`src/rtl/noc_inject_arbiter_if.sv`:
```
// noc_inject_arbiter_if: requester-side and router-side signal bundle for the injection arbiter
interface noc_inject_arbiter_if #(
  parameter int NUM_REQ = 4,
  parameter int WIDTH = 32,
  parameter int N_ADDR_WIDTH = 4,
  parameter int VC_ADDR_WIDTH = 1
);
  logic [NUM_REQ*WIDTH-1:0]         req_data_in;
  logic [NUM_REQ*N_ADDR_WIDTH-1:0]  req_dest_in;
  logic [NUM_REQ*VC_ADDR_WIDTH-1:0] req_vc_in;
  logic [NUM_REQ-1:0]               req_valid_in;
  logic [NUM_REQ-1:0]               req_ready_out;
  logic [WIDTH-1:0]                 out_data_out;
  logic [N_ADDR_WIDTH-1:0]          out_dest_out;
  logic [VC_ADDR_WIDTH-1:0]         out_vc_out;
  logic                             out_valid_out;
  logic                             out_ready_in;
  logic [NUM_REQ-1:0]               grant_out;
  modport master (
    output req_data_in, req_dest_in, req_vc_in, req_valid_in, out_ready_in,
    input  req_ready_out, out_data_out, out_dest_out, out_vc_out, out_valid_out, grant_out
  );
  modport slave (
    input  req_data_in, req_dest_in, req_vc_in, req_valid_in, out_ready_in,
    output req_ready_out, out_data_out, out_dest_out, out_vc_out, out_valid_out, grant_out
  );
endinterface

```
`src/rtl/noc_inject_arbiter.sv`:
```
// noc_inject_arbiter: round-robin injection-port arbiter with bounded burst lock and registered output stage
module noc_inject_arbiter #(
  parameter int N = 16,
  parameter int NUM_VC = 2,
  parameter int N_ADDR_WIDTH = $clog2(N),
  parameter int VC_ADDR_WIDTH = $clog2(NUM_VC),
  parameter int NUM_REQ = 4,
  parameter int WIDTH = 32,
  parameter int MAX_BURST = 1
) (
  input logic clk,
  input logic rst,
  noc_inject_arbiter_if.slave bus
);
  localparam int OW = $clog2(NUM_REQ);
  logic [OW-1:0]            owner_q, owner_d, win, idx;
  logic [7:0]               burst_q, burst_d;
  logic                     lock_q, lock_d, valid_q, valid_d;
  logic [WIDTH-1:0]         data_q, data_d;
  logic [N_ADDR_WIDTH-1:0]  dest_q, dest_d;
  logic [VC_ADDR_WIDTH-1:0] vc_q, vc_d;
  logic [NUM_REQ-1:0]       grant_q, grant_d;
  logic                     load_en, take;
  always_comb begin
    win = owner_q;
    idx = '0;
    for (int k = NUM_REQ; k >= 1; k--) begin
      idx = OW'((int'(owner_q) + k) % NUM_REQ);
      if (bus.req_valid_in[idx]) win = idx;
    end
    if (lock_q && bus.req_valid_in[owner_q] && burst_q < 8'(MAX_BURST)) win = owner_q;
  end
  assign load_en = !valid_q || bus.out_ready_in;
  assign take = !rst && load_en && |bus.req_valid_in;
  assign bus.req_ready_out = take ? NUM_REQ'(1) << win : '0;
  always_comb begin
    owner_d = owner_q;
    burst_d = burst_q;
    lock_d  = lock_q;
    valid_d = valid_q;
    data_d  = data_q;
    dest_d  = dest_q;
    vc_d    = vc_q;
    grant_d = grant_q;
    if (take) begin
      owner_d = win;
      burst_d = (lock_q && win == owner_q) ? (burst_q == 8'hff ? burst_q : burst_q + 8'd1) : 8'd1;
      lock_d  = 1'b1;
      valid_d = 1'b1;
      grant_d = NUM_REQ'(1) << win;
      for (int i = 0; i < NUM_REQ; i++) begin
        if (win == OW'(i)) begin
          data_d = bus.req_data_in[i*WIDTH +: WIDTH];
          dest_d = bus.req_dest_in[i*N_ADDR_WIDTH +: N_ADDR_WIDTH];
          vc_d   = bus.req_vc_in[i*VC_ADDR_WIDTH +: VC_ADDR_WIDTH];
        end
      end
    end else if (valid_q && bus.out_ready_in) begin
      valid_d = 1'b0;
      grant_d = '0;
    end
  end
  always_ff @(posedge clk) begin
    if (rst) begin
      owner_q <= OW'(NUM_REQ - 1);
      burst_q <= '0;
      lock_q  <= 1'b0;
      valid_q <= 1'b0;
      data_q  <= '0;
      dest_q  <= '0;
      vc_q    <= '0;
      grant_q <= '0;
    end else begin
      owner_q <= owner_d;
      burst_q <= burst_d;
      lock_q  <= lock_d;
      valid_q <= valid_d;
      data_q  <= data_d;
      dest_q  <= dest_d;
      vc_q    <= vc_d;
      grant_q <= grant_d;
    end
  end
  assign bus.out_data_out  = data_q;
  assign bus.out_dest_out  = dest_q;
  assign bus.out_vc_out    = vc_q;
  assign bus.out_valid_out = valid_q;
  assign bus.grant_out     = grant_q;
endmodule

```
`src/flat_wrapper.sv`:
```
// flat-port wrapper written by rule: the top's interface ports become plain ports
module noc_inject_arbiter_flat 
#(
  parameter int N = 16,
  parameter int NUM_VC = 2,
  parameter int N_ADDR_WIDTH = $clog2(N),
  parameter int VC_ADDR_WIDTH = $clog2(NUM_VC),
  parameter int NUM_REQ = 4,
  parameter int WIDTH = 32,
  parameter int MAX_BURST = 1
)
  (clk, rst, bus_req_data_in, bus_req_dest_in, bus_req_vc_in, bus_req_valid_in, bus_out_ready_in, bus_req_ready_out, bus_out_data_out, bus_out_dest_out, bus_out_vc_out, bus_out_valid_out, bus_grant_out);
  noc_inject_arbiter_if #(.NUM_REQ(NUM_REQ), .WIDTH(WIDTH), .N_ADDR_WIDTH(N_ADDR_WIDTH), .VC_ADDR_WIDTH(VC_ADDR_WIDTH)) bus_i ();
  input logic clk;
  input logic rst;
  input wire logic [$bits(bus_i.req_data_in)-1:0] bus_req_data_in;
  input wire logic [$bits(bus_i.req_dest_in)-1:0] bus_req_dest_in;
  input wire logic [$bits(bus_i.req_vc_in)-1:0] bus_req_vc_in;
  input wire logic [$bits(bus_i.req_valid_in)-1:0] bus_req_valid_in;
  input wire logic [$bits(bus_i.out_ready_in)-1:0] bus_out_ready_in;
  output wire logic [$bits(bus_i.req_ready_out)-1:0] bus_req_ready_out;
  output wire logic [$bits(bus_i.out_data_out)-1:0] bus_out_data_out;
  output wire logic [$bits(bus_i.out_dest_out)-1:0] bus_out_dest_out;
  output wire logic [$bits(bus_i.out_vc_out)-1:0] bus_out_vc_out;
  output wire logic [$bits(bus_i.out_valid_out)-1:0] bus_out_valid_out;
  output wire logic [$bits(bus_i.grant_out)-1:0] bus_grant_out;
  assign bus_i.req_data_in = bus_req_data_in;
  assign bus_i.req_dest_in = bus_req_dest_in;
  assign bus_i.req_vc_in = bus_req_vc_in;
  assign bus_i.req_valid_in = bus_req_valid_in;
  assign bus_i.out_ready_in = bus_out_ready_in;
  assign bus_req_ready_out = bus_i.req_ready_out;
  assign bus_out_data_out = bus_i.out_data_out;
  assign bus_out_dest_out = bus_i.out_dest_out;
  assign bus_out_vc_out = bus_i.out_vc_out;
  assign bus_out_valid_out = bus_i.out_valid_out;
  assign bus_grant_out = bus_i.grant_out;
  noc_inject_arbiter #(.N(N), .NUM_VC(NUM_VC), .N_ADDR_WIDTH(N_ADDR_WIDTH), .VC_ADDR_WIDTH(VC_ADDR_WIDTH), .NUM_REQ(NUM_REQ), .WIDTH(WIDTH), .MAX_BURST(MAX_BURST)) u_core (.clk(clk), .rst(rst), .bus(bus_i));
endmodule
```
`config.mk`:
```
export PLATFORM = sky130hd
export DESIGN_NAME = noc_inject_arbiter_flat
export DESIGN_NICKNAME = d
export VERILOG_FILES = /design/src/rtl/noc_inject_arbiter_if.sv /design/src/rtl/noc_inject_arbiter.sv /design/src/flat_wrapper.sv
export SDC_FILE = /design/constraint.sdc
export NUM_CORES = 1
export LEC_CHECK = 0
export ABC_AREA = 0
export CORE_MARGIN = 5
export CORE_UTILIZATION = 54
export CTS_BUF_LIST = sky130_fd_sc_hd__clkbuf_8
export DETAILED_ROUTE_END_ITERATION = 10
export DONT_BUFFER_PORTS = 1
export GPL_ROUTABILITY_DRIVEN = 0
export PLACE_DENSITY = 0.69
export RECOVER_POWER = 50
export SETUP_SLACK_MARGIN = 0.15
export SYNTH_ARGS = -nofsm -noshare
export SYNTH_HDL_FRONTEND = slang
export SYNTH_SLANG_ARGS = --single-unit
```
`constraint.sdc`:
```
create_clock -name clk -period 3.3 [get_ports clk]
set_input_delay 0.495 -clock clk [delete_from_list [all_inputs] [get_ports clk]]
set_output_delay 0.495 -clock clk [all_outputs]
set_load 0.03 [all_outputs]
```
==> flow_metrics.tcl <==
set metrics [dict create \
    syn-num-nets 528 \
    grt_overflow 0 \
    hold_path_depth 1 \
    cellPowerDensity_mw_per_mm2 669 \
    pre_cts_slack_ns 0.610 \
    core_region_area_sq_mm 0.00631 \
    grt_max_degree 45 \
    routedWlPerCell_um 19.9 \
    final_area_sq_mm 0.00358 \
    fin_crit_sh 0.917 \
    h-tree-depth 2 \
    syn2layout_area_growth_pct 2.98 \
    reg2reg_depth 7 \
    max_cap_violations 0 \
    wl_um 8610 \
    drc_errors 0 \
    finalHoldViolations 0 \
    max_freq_ghz 0.330 \
    stdcell_count 432 \
    r2r-start "u_core.owner_q[0]" \
    multi_input_area_sq_mm 0.00221 \
    first_iter_violations 112 \
    start_util 0.551 \
    die_h_um 90.3 \
    grt_pass1_wl_um 13900 \
    placed_cell_area_sq_mm 0.00345 \
    synth-main-ff-cell "dfxtp_1" \
    die_w_um 90.3 \
    regArea_sq_mm 0.00106 \
    fin_tns_setup_ns 0 \
    port_buffers 0 \
    clock_latency_ns 0.30 \
    path_clk_slew_ns 0.09 \
    yosysSeqAreaShare 0.305 \
    yosysWarnings 0 \
    first_pass_iters 4 \
    slew_violations 0 \
    antenna_left 0 \
    antenna_cells 0 \
    layout.nets 511 \
    synthTopCellsByArea "dfxtp_1, mux2i_1, mux2_2" \
    layout_common_cells "mux2i_1, dfxtp_1, nand3_1" \
    vias 2709 \
    r2r-end "u_core.bus.out_data_out[20]" \
    syn_inst 371 \
    synth_largest_area_cell "dfxtp_1" \
    rows 29 \
    first_global_vias 2647 \
    syn_area_sq_mm 0.00348 \
    antenna_found_initial 0 \
    critPathBufInv 1 \
    rsz0062_at_grt "false" \
    synthArstFlopShare 0 \
    cts_tree "built" \
    cpMaxStageDelayCell "dfxtp_1" \
    cts_buffers 5 \
    finalPower_uw 2400 \
    slew_headroom 0.562 \
    ir_drop_mv 0.347 \
    worstPathRequired_ns 2.80 \
    start_kind "flip-flop" \
    syn_area_per_cell_sq_um 9.38 \
    status "complete, no violations" \
    clock_path_buffers 2 \
    clock-sinks 53 \
    hp-class "in -> reg" \
    power.leakage_uw 0.00143 \
    ioPinCount 201 \
    root_buffer "clkbuf_8" \
    final_common_cell "mux2i_1" \
    layout-drive-gt1-share 0.183 \
    skew_ns 0.00742 \
    min_period_ns 3.03 \
    synth_top_area_frac 0.305 \
    postCtsSetupBuffers 0 \
    arrival_ns 2.53 \
    endpoint_kind "primary output" \
    whs_endpoint "u_core.bus.grant_out[1]" \
    dp.cells 424 \
    cts-hold-fix-buffers 0 \
    cp_cell_sequence "mux4_2 > nand3_2 > o2111ai_2 > xnor2_4 > or2_1 > inv_1" \
    via_per_inst 6.27 \
    regToRegSetupSlack_ns 0.61 \
    grt_usage 0.201 \
    critPathMaxStageDelay_ns 0.60 \
    cp_top_family "flip-flops" \
    cp_max_fo 13 \
    ys_types 52 \
    finalSetupViolCount 0 \
    holdCritStartpoint "rst" \
    cts_resized 0 \
    crit_type "reg -> out" \
    tightest_slew_ns 0.657 \
    place_hpwl_um 6610 \
    final.fill_count 560 \
    worst_slack_ns 0.274 \
    ys_ff_latch 53 \
    synth_edf_count 0 \
    dieArea_sq_mm 0.00815 \
]
power breakdown:
group / internal, uW / leakage (uW) / switching (uW)
logic: 439 / 0.000925 / 414
registers: 749 / 0.000438 / 291
clock network: 301 / 0.0000681 / 202
routing by layer:
metal | vias to the layer above | track usage | part of all wire
met5 | - | 0 | 0
met4 | 0 | 0.0385 | 0.0049
met3 | 2 | 0.0883 | 0.11
met2 | 148 | 0.356 | 0.50
met1 | 1235 | 0.224 | 0.39
li1 | 1324 | - | -
worst max path at each step:
stage	cells past startpoint	from	endpoint
after floorplan	8	bus_req_valid_in[3]	bus_req_ready_out[3]
after global placement	6	u_core.owner_q[0]	bus_req_ready_out[3]
after detailed placement	6	u_core.owner_q[0]	bus_req_ready_out[3]
after CTS	6	u_core.owner_q[0]	bus_req_ready_out[3]
after global routing	6	u_core.owner_q[0]	bus_req_ready_out[3]
final	6	u_core.owner_q[0]	bus_req_ready_out[3]
cell usage after synthesis, drive strengths merged (2+ instances only):
master  count
clkbuf     15
nor3        3
o21ai      45
nor2b       2
a31oi       2
nand4       2
nor3b       2
and3b       2
a21oi       9
dfxtp      53
ha          2
nand2b      2
xor2        4
and2        3
nand2       8
nor4b       2
buf        16
mux2       37
nand3      46
nor2       15
inv         7
mux2i      75
area by class of cell:
type / count / area share
Timing Repair Buffer: 7 / 0.0147
Tap cell: 77 / 0.0269
Clock buffer: 5 / 0.0192
Sequential cell: 53 / 0.296
Multi-Input combinational cell: 280 / 0.618
Clock inverter: 3 / 0.0182
Inverter: 7 / 0.00733
sequential cells by signal (all words and copies together) (netlist names):
register / flops
u_core.bus.out_data_out: 32
u_core.burst_q: 8
u_core.bus.grant_out: 4
u_core.bus.out_dest_out: 4
u_core.owner_q: 2
u_core.bus.out_valid_out: 1
u_core.bus.out_vc_out: 1
u_core.lock_q: 1
metrics by stage:
| stage | utilization | hold slack (ns) |
|---|---|---|
| after floorplan | - | 0.454 |
| final | 0.568 | 0.248 |
| after CTS | 0.568 | 0.232 |
| after global placement | 0.546 | 0.477 |
| after global routing | 0.568 | 0.220 |
| after detailed placement | 0.546 | 0.480 |
cell families (layout without fill, tap and decap cells):
logic type	after synthesis	after routing	synth area share
muxes	113	113	0.342
buffers and inverters	38	22	0.0662
adders and majority gates	2	2	0.00719
DFF	53	53	0.305
xor gates and xnor gates	5	5	0.0147
and+or+nand+nor	94	94	0.146
AOI/OAI and AO/OA	66	66	0.119
Note: power is estimated with default switching activity, not from simulation.
